[src/rtl/pipe_reg_elastic_pkg.sv]
// pipe_reg_elastic_pkg: shared pipeline-register types, limits and lane masking helper.
package pipe_reg_elastic_pkg;
    localparam int MAX_LANES = 4;
    localparam int MAX_WIDTH = 128;
    typedef enum logic [1:0] {PS_EMPTY, PS_ONE, PS_FULL} pipe_state_t;
    function automatic logic [MAX_WIDTH-1:0] lane_mask_apply(input logic [MAX_WIDTH-1:0] d, input logic m);
        return m ? d : '0;
    endfunction
endpackage

[src/rtl/pipe_reg_elastic_entry.sv]
// pipe_entry: one register slot holding a lane mask plus payload, with load and clear.
module pipe_entry #(
    parameter int W = 66
) (
    input  logic         clk,
    input  logic         rst,
    input  logic         clr,
    input  logic         ld,
    input  logic [W-1:0] d,
    output logic [W-1:0] q
);
    always_ff @(posedge clk)
        q <= (rst || clr) ? '0 : ld ? d : q;
endmodule

[src/rtl/pipe_reg_elastic.sv]
// pipe_reg_elastic: elastic multi-lane stage register with flush, lane masking and optional skid slot.
module pipe_reg_elastic
    import pipe_reg_elastic_pkg::*;
#(
    parameter int WIDTH = 32,
    parameter int LANES = 1,
    parameter int SKID  = 1,
    parameter int CNT_W = 16
) (
    input  logic                   clk,
    input  logic                   rst,
    input  logic                   flush_i,
    input  logic                   in_valid_i,
    output logic                   in_ready_o,
    input  logic [LANES-1:0]       in_lane_mask_i,
    input  logic [LANES*WIDTH-1:0] in_data_i,
    output logic                   out_valid_o,
    input  logic                   out_ready_i,
    output logic [LANES-1:0]       out_lane_mask_o,
    output logic [LANES*WIDTH-1:0] out_data_o,
    output logic [1:0]             occupancy_o,
    output logic [CNT_W-1:0]       stall_cnt_o
);
    localparam int EW = LANES*WIDTH + LANES;
    pipe_state_t state, state_n;
    logic acc, dq, main_ld, main_clr, skid_ld;
    logic [LANES*WIDTH-1:0] in_masked;
    logic [EW-1:0] in_entry, main_d, main_q, skid_q;
    for (genvar k = 0; k < LANES; k++) begin : g_lane
        assign in_masked[k*WIDTH +: WIDTH] =
            WIDTH'(lane_mask_apply(MAX_WIDTH'(in_data_i[k*WIDTH +: WIDTH]), in_lane_mask_i[k]));
    end
    assign in_entry = {in_lane_mask_i, in_masked};
    assign acc = in_valid_i & in_ready_o;
    assign dq  = out_valid_o & out_ready_i;
    always_ff @(posedge clk)
        state <= rst ? PS_EMPTY : state_n;
    // With SKID=0 acc in PS_ONE implies dq, so PS_FULL is never reached.
    always_comb
        state_n = flush_i ? PS_EMPTY :
                  state == PS_EMPTY ? (acc ? PS_ONE : PS_EMPTY) :
                  state == PS_ONE ? (acc ? (dq ? PS_ONE : PS_FULL) : (dq ? PS_EMPTY : PS_ONE)) :
                  (dq ? PS_ONE : PS_FULL);
    always_comb begin
        out_valid_o = state != PS_EMPTY;
        in_ready_o  = (SKID != 0) ? state != PS_FULL : (~out_valid_o | out_ready_i);
        occupancy_o = state == PS_FULL ? 2'd2 : state == PS_ONE ? 2'd1 : 2'd0;
    end
    // Main is reloaded from skid when draining FULL, otherwise from input; cleared when it drains empty.
    assign main_ld  = (acc & (state == PS_EMPTY | dq)) | (state == PS_FULL & dq);
    assign main_clr = flush_i | (dq & ~main_ld);
    assign main_d   = state == PS_FULL ? skid_q : in_entry;
    assign skid_ld  = acc & ~dq & (state == PS_ONE);
    pipe_entry #(.W(EW)) u_main (
        .clk(clk), .rst(rst), .clr(main_clr), .ld(main_ld), .d(main_d), .q(main_q)
    );
    if (SKID != 0) begin : g_skid
        pipe_entry #(.W(EW)) u_skid (
            .clk(clk), .rst(rst), .clr(flush_i), .ld(skid_ld), .d(in_entry), .q(skid_q)
        );
    end else begin : g_noskid
        assign skid_q = '0;
    end
    assign out_lane_mask_o = main_q[EW-1 -: LANES];
    assign out_data_o      = main_q[LANES*WIDTH-1:0];
    always_ff @(posedge clk)
        stall_cnt_o <= rst ? '0 :
                       (out_valid_o && !out_ready_i && stall_cnt_o != '1) ? stall_cnt_o + 1'b1 :
                       stall_cnt_o;
endmodule

[config.mk]
export PLATFORM = sky130hd
export DESIGN_NAME = pipe_reg_elastic
export DESIGN_NICKNAME = d
export VERILOG_FILES = /design/src/rtl/pipe_reg_elastic_pkg.sv /design/src/rtl/pipe_reg_elastic_entry.sv /design/src/rtl/pipe_reg_elastic.sv
export SDC_FILE = /design/constraint.sdc
export NUM_CORES = 1
export LEC_CHECK = 0
export ABC_AREA = 1
export CAP_MARGIN = 30
export CORE_ASPECT_RATIO = 0.9
export CORE_MARGIN = 5
export CORE_UTILIZATION = 58
export CTS_BUF_LIST = sky130_fd_sc_hd__clkbuf_2
export CTS_CLUSTER_DIAMETER = 150
export CTS_CLUSTER_SIZE = 25
export DETAILED_ROUTE_END_ITERATION = 10
export MAX_ROUTING_LAYER = met4
export PLACE_DENSITY = 0.95
export SETUP_SLACK_MARGIN = 0.2
export SLEW_MARGIN = 20
export SYNTH_ARGS = -nofsm -noshare
export SYNTH_HDL_FRONTEND = slang
export SYNTH_HIERARCHICAL = 1
export SYNTH_SLANG_ARGS = --single-unit
[constraint.sdc]
create_clock -name clk -period 4.4 [get_ports clk]
set_clock_uncertainty 0.1 [all_clocks]
set_input_delay 0.88 -clock clk [delete_from_list [all_inputs] [get_ports clk]]
set_output_delay 0.88 -clock clk [all_outputs]
set_load 0.02 [all_outputs]
==> summary.txt, run 1 <==
Clock tree
  – CTS buffer count: 9
  – # hold bufs at CTS: 0
  – Max Buffers Root-to-Sink: 2
  – Post-CTS sizing: 0
  – CTS tree: yes
  – Post-CTS setup buffer count: 0
  – Clk root buf: clkbuf_2
  – Clk sinks: 84
  – Clk_lat worst skew: 530 ps
  – Clock-pin transition on the worst setup and hold timing paths: 200 ps
  – H-tree depth: 3

Critical path
  – Slowest stage delay, CP: 710 ps
  – Critical Path Sink: occupancy_o[1]
  – Worst Setup SP: state[1]
  – Slowest CP cell: clkdlybuf4s50_1
  – Worst-path fanout max: 66
  – Crit path arrival time: 2320 ps
  – R2R setup slack: 1870 ps
  – CP top delay family: buffers and inverters
  – RR Startpoint: state[0]
  – CP Cell Sequence: inv_1 -> nor2_4 -> buf_4 -> clkdlybuf4s50_1
  – R2R cell count: 9
  – Crit start category: flop
  – CP bufs+invs: 3
  – Crit Path Category: reg2out
  – WP data required: 3420 ps
  – CP Depth: 4
  – Reg2reg end: g_skid.u_skid/q[23]
  – Endpoint type of the worst setup path: output port

Logic synthesis
  – Synthesized area: 4520 um^2
  – Register area share after synthesis: 37.2%
  – Post-synth top area share: 37.2%
  – Synth Register Bits: 84
  – Largest area contributor in the netlist: dfxtp_1
  – Syn_nets: 787
  – Syn. warnings: 6
  – Avg Cell Area, Syn: 6.06 um^2
  – Area contributors post-synth: dfxtp_1, nand2_1, nor2_1
  – Gate Count Post-Synth: 747
  – Synth unique cells: 28

Timing
  – Worst Tran Pin Value: 778 ps
  – F_max: 303 MHz
  – Slew headroom: 48.0%
  – Share of the clock period used by the worst path: 75.1%
  – RSZ-0062 raised after global routing: false
  – Min Tclk post-route: 3300 ps
  – Min setup slack post-route: 1100 ps
  – Fin. Hold Viols: 0
  – Final setup fails: 0
  – Fin. max-slew vios: 0
  – Setup TNS Final: 0 ps

Drt
  – DRC viols: 0
  – Via count: 4452
  – Routed Antenna Nets: 0
  – Drt first pass iters: 5
  – Routed WL: 10.5 mm
  – Starting DRT DRC Count: 254
  – Via density per instance: 4.83
  – Routed WL per cell: 11.3 um

Floorplanning
  – Die Ht: 93.8 um
  – Core ar.: 7580 um^2
  – I/O pin count: 91
  – Die ar.: 9670 um^2
  – Row count: 30
  – Initial Util: 59.7%
  – Die width: 103 um

Final layout
  – Area Growth Syn to Fin: 20.9%
  – Layout fillers: 610
  – Most frequent cells in the layout: nand2_1, nor2_1, inv_1
  – Layout cells sized above 1: 6.05%
  – Post-layout nets: 861
  – Register area: 1680 um^2
  – Area occupied by multi-input gates: 2180 um^2
  – N_diodes: 0
  – Commonest non-fill, non-tap cell in the layout: nand2_1

Placed design
  – GP Congestion: 0.930
  – HPWL after detailed placement: 7.61 mm
  – Place WS: 1210 ps
  – I/O Buffers: 90

Worst hold path
  – HP Start: u_main/q[26]
  – Hold Path Class: reg2reg

Power and ir drop
  – Worst IR Drop VDD: 0.183 mV
  – Power per cell area: 255 nW/um^2
  – P_leak: 2.47 nW

GRT
  – First-pass GRT wire length: 17.6 mm
  – Gr ovfl total: 0
  – Tot GR Track Use: 23.1%
  – Largest net degree at the start of global routing: 67
  – Number of global-route vias before repair: 4129
  – Initial antenna violation count: 0

Flow run
  – Max cap viols: 0

Status
  – Status: complete, no violations
layout make-up:
cell class	count	area share [%]
Clock buffer	10	0.915
Clock inverter	6	0.755
Inverter	122	8.37
Multi-Input combinational cell	509	39.8
Sequential cell	84	30.7
Tap cell	96	2.20
Timing Repair Buffer	95	17.2
cells by family (layout without fill, tap and decap cells):
family	Yosys count	after routing	share of synthesized area, %
buf+inv	154	233	15.1
flops	84	84	37.2
compound gates	50	50	5.78
simple gates	457	457	41.4
fa+ha+maj	2	2	0.553
through the flow:
step	hold slack [ps]	utilization, %	instance area, um^2	total power [mW]	instances
after floorplan	349	-	4520	0.978	747
after global placement	356	70.8	5370	1.06	905
after detailed placement	364	70.9	5380	1.07	906
after CTS	387	72.1	5470	1.41	922
after global routing	406	72.1	5470	1.47	922
final	384	72.1	5470	1.39	922
Yosys cell counts (all sizes together):
cell and count:
o21bai 1, nand4 3, a21oi 12, and3 1, dfxtp 84, inv 122, nand3 14, nor3 2
nor2 186, buf 26, clkbuf 6, a31oi 1, o221ai 1, nand3b 2, ha 2, nand2 249
o21ai 35
sequential cells by signal, indices dropped and copies added (netlist names):
name             count
g_skid.u_skid/q     33
stall_cnt_o         16
state                2
u_main/q            33
report_power, final:
part           leakage (nW)  switching, mW  total (mW)  internal (mW)
logic                  1.73          0.145       0.255          0.110
clock network        0.0555          0.266       0.342         0.0754
registers             0.681         0.0125       0.796          0.784
total                  2.47          0.424        1.39          0.970
worst register-to-register path: stages (launching register included):
cell and delay [ps]:
dfxtp_1 400, nor2_2 270, inv_1 150, nand2_1 130
ha_1 150, and3_2 670, buf_4 390, nand2_1 90
nand2_1 60, nor2_1 40
layer usage:
layer | vias up | wire length [um] | global-route usage (%)
li1 | 2333 | - | -
met5 | - | 0 | -
met2 | 143 | 5250 | 39.7
met1 | 1966 | 4400 | 26.2
met3 | 10 | 670 | 5.49
met4 | 0 | 127 | 7.55
worst min-delay path by stage:
stage / end / slack [ps] / depth (start not counted)
2_1_floorplan: g_skid.u_skid/q[0] / 350 / 2
3_3_place_gp: u_main/q[15] / 360 / 2
3_5_place_dp: u_main/q[26] / 360 / 2
4_1_cts: u_main/q[26] / 390 / 2
5_1_grt: g_skid.u_skid/q[28] / 410 / 2
6_report: u_main/q[26] / 380 / 2
Power figures use the tool's default switching activity.
==> inputs of run 2 (changes only) <==
CORE_UTILIZATION = 54   (was 58)
PLACE_DENSITY = 0.92   (was 0.95)
clock period = 3.05 ns   (was 4.4 ns; I/O delays follow)
==> run 2 against run 1 <==
- sequential share of layout area fell by 0.26 points
- global-route usage down 2.1 points
- critical path depth stayed put
- utilization decreased by 4.1 points
- largest cell class unchanged
==> summary.txt, run 2 (synthesis results as in run 1) <==
Floorplanning
  – Die Ht: 96.8 um
  – Die width: 106 um
  – Initial Util: 55.8%
  – Row count: 31
  – Core ar.: 8110 um^2
  – Die ar.: 10300 um^2
  – I/O pin count: 91

Critical path
  – CP bufs+invs: 3
  – R2R cell count: 9
  – Crit start category: flop
  – Slowest stage delay, CP: 650 ps
  – WP data required: 2340 ps
  – Endpoint type of the worst setup path: output port
  – Slowest CP cell: clkdlybuf4s50_1
  – Crit Path Category: reg2out
  – CP Depth: 4
  – Worst-path fanout max: 23
  – CP Cell Sequence: inv_1 -> nor2_4 -> buf_4 -> clkdlybuf4s50_1
  – CP top delay family: buffers and inverters
  – Crit path arrival time: 2010 ps

Timing
  – F_max: 368 MHz
  – Worst Tran Pin Value: 750 ps
  – WHS: 384 ps
  – Min Tclk post-route: 2720 ps
  – Slew headroom: 49.9%
  – RSZ-0062 raised after global routing: true
  – Fin. Hold Viols: 0
  – Setup TNS Final: 0 ps
  – Fin. max-slew vios: 0
  – Final setup fails: 0
  – Min setup slack post-route: 334 ps
  – Share of the clock period used by the worst path: 89.1%

Power and ir drop
  – P_leak: 2.48 nW
  – Combinational Power Share: 17.4%
  – Sw power: 625 uW
  – Cell internal pwr: 1.49 mW
  – Total power: 2.12 mW
  – Worst IR Drop VDD: 0.216 mV
  – Clock Power Share: 28.3%
  – Sequential share of power: 54.3%
  – Switching part of the total: 29.5%
  – Power per cell area: 384 nW/um^2

GRT
  – First-pass GRT wire length: 17.7 mm
  – Initial antenna violation count: 0
  – Gr ovfl total: 0
  – Tot GR Track Use: 20.9%
  – Number of global-route vias before repair: 4126
  – Largest net degree at the start of global routing: 67

Drt
  – Starting DRT DRC Count: 178
  – Routed Antenna Nets: 0
  – Via density per instance: 4.75
  – Routed WL per cell: 11.4 um
  – Drt first pass iters: 4
  – Routed WL: 10.5 mm
  – DRC viols: 0
  – Via count: 4396

Placed design
  – Area post-placement: 5390 um^2
  – HPWL after detailed placement: 7.52 mm
  – Place WS: 426 ps
  – I/O Buffers: 90
  – Cell count after placement: 909
  – GP Congestion: 0.959

Clock tree
  – # hold bufs at CTS: 0
  – Clk_lat worst skew: 530 ps
  – CTS buffer count: 9
  – Post-CTS setup buffer count: 0
  – H-tree depth: 3
  – Clk sinks: 84
  – Clock-pin transition on the worst setup and hold timing paths: 210 ps
  – Max Buffers Root-to-Sink: 2
  – CTS tree: yes
  – Clk root buf: clkbuf_2
  – Post-CTS sizing: 0

Final layout
  – Final instance area: 5520 um^2
  – N_diodes: 0
  – Commonest non-fill, non-tap cell in the layout: nand2_1
  – Layout cells sized above 1: 6.30%
  – Top Registers: g_skid.u_skid/q (33), u_main/q (33), stall_cnt_o (16)
  – Post-layout util: 68.1%
  – Post-layout nets: 861
  – Most frequent cells in the layout: nand2_1, nor2_1, inv_1
  – Finished Layout Cells: 925
  – Area Growth Syn to Fin: 22.0%

Status
  – Status: complete, no violations

Worst hold path
  – Hold Crit Depth: 2
  – Hold Path Class: reg2reg

Flow run
  – Max cap viols: 0
## run 2: cell types whose count changed in the layout (fill, tap and decap cells not counted), sizes merged
cell / change
dlymetal6s2s: +1
clkdlybuf4s50: -1
inv: +3
clkinv: -4
bufinv: +1
## run 2: routing by layer
layer | vias up | routed length, um | track usage, %
met4 | 0 | 118 | 5.90
met1 | 1902 | 4560 | 23.7
met2 | 144 | 5110 | 35.9
li1 | 2335 | - | -
met5 | - | 0 | -
met3 | 15 | 726 | 6.13
## run 2: area by class of cell
| class | count | area (um^2) |
|---|---|---|
| Clock inverter | 6 | 71.3 |
| Sequential cell | 84 | 1680 |
| Fill cell | 709 | 2590 |
| Timing Repair Buffer | 95 | 953 |
| Inverter | 122 | 458 |
| Clock buffer | 10 | 50.0 |
| Multi-Input combinational cell | 509 | 2180 |
| Tap cell | 99 | 124 |
## run 2: path summary, 6_finish.rpt
check / slack (ps) / to / start
worst min-delay path: 380 / g_skid.u_skid/q[6] / g_skid.u_skid/q[6]
worst max-delay path: 330 / occupancy_o[1] / state[1]
worst max register to register: 790 / u_main/q[30] / state[1]
worst min register to register: 380 / g_skid.u_skid/q[6] / g_skid.u_skid/q[6]
## run 2: power groups by stage
stage	registers, mW	clock network, mW	logic (mW)
finish	1.15	0.600	0.368
global route	1.15	0.655	0.414
CTS	1.15	0.619	0.369
detailed placement	1.17	0	0.367
global placement	1.17	0	0.358
floorplan	1.19	0	0.216
## run 2: worst reg2reg max path, delay by kind of cell (launching register included)
| family | cells | cell delay (ps) |
|---|---|---|
| and+or+nand+nor | 4 | 970 |
| buffers and inverters | 3 | 470 |
| DFF | 1 | 430 |
| AOI/OAI and AO/OA | 2 | 240 |
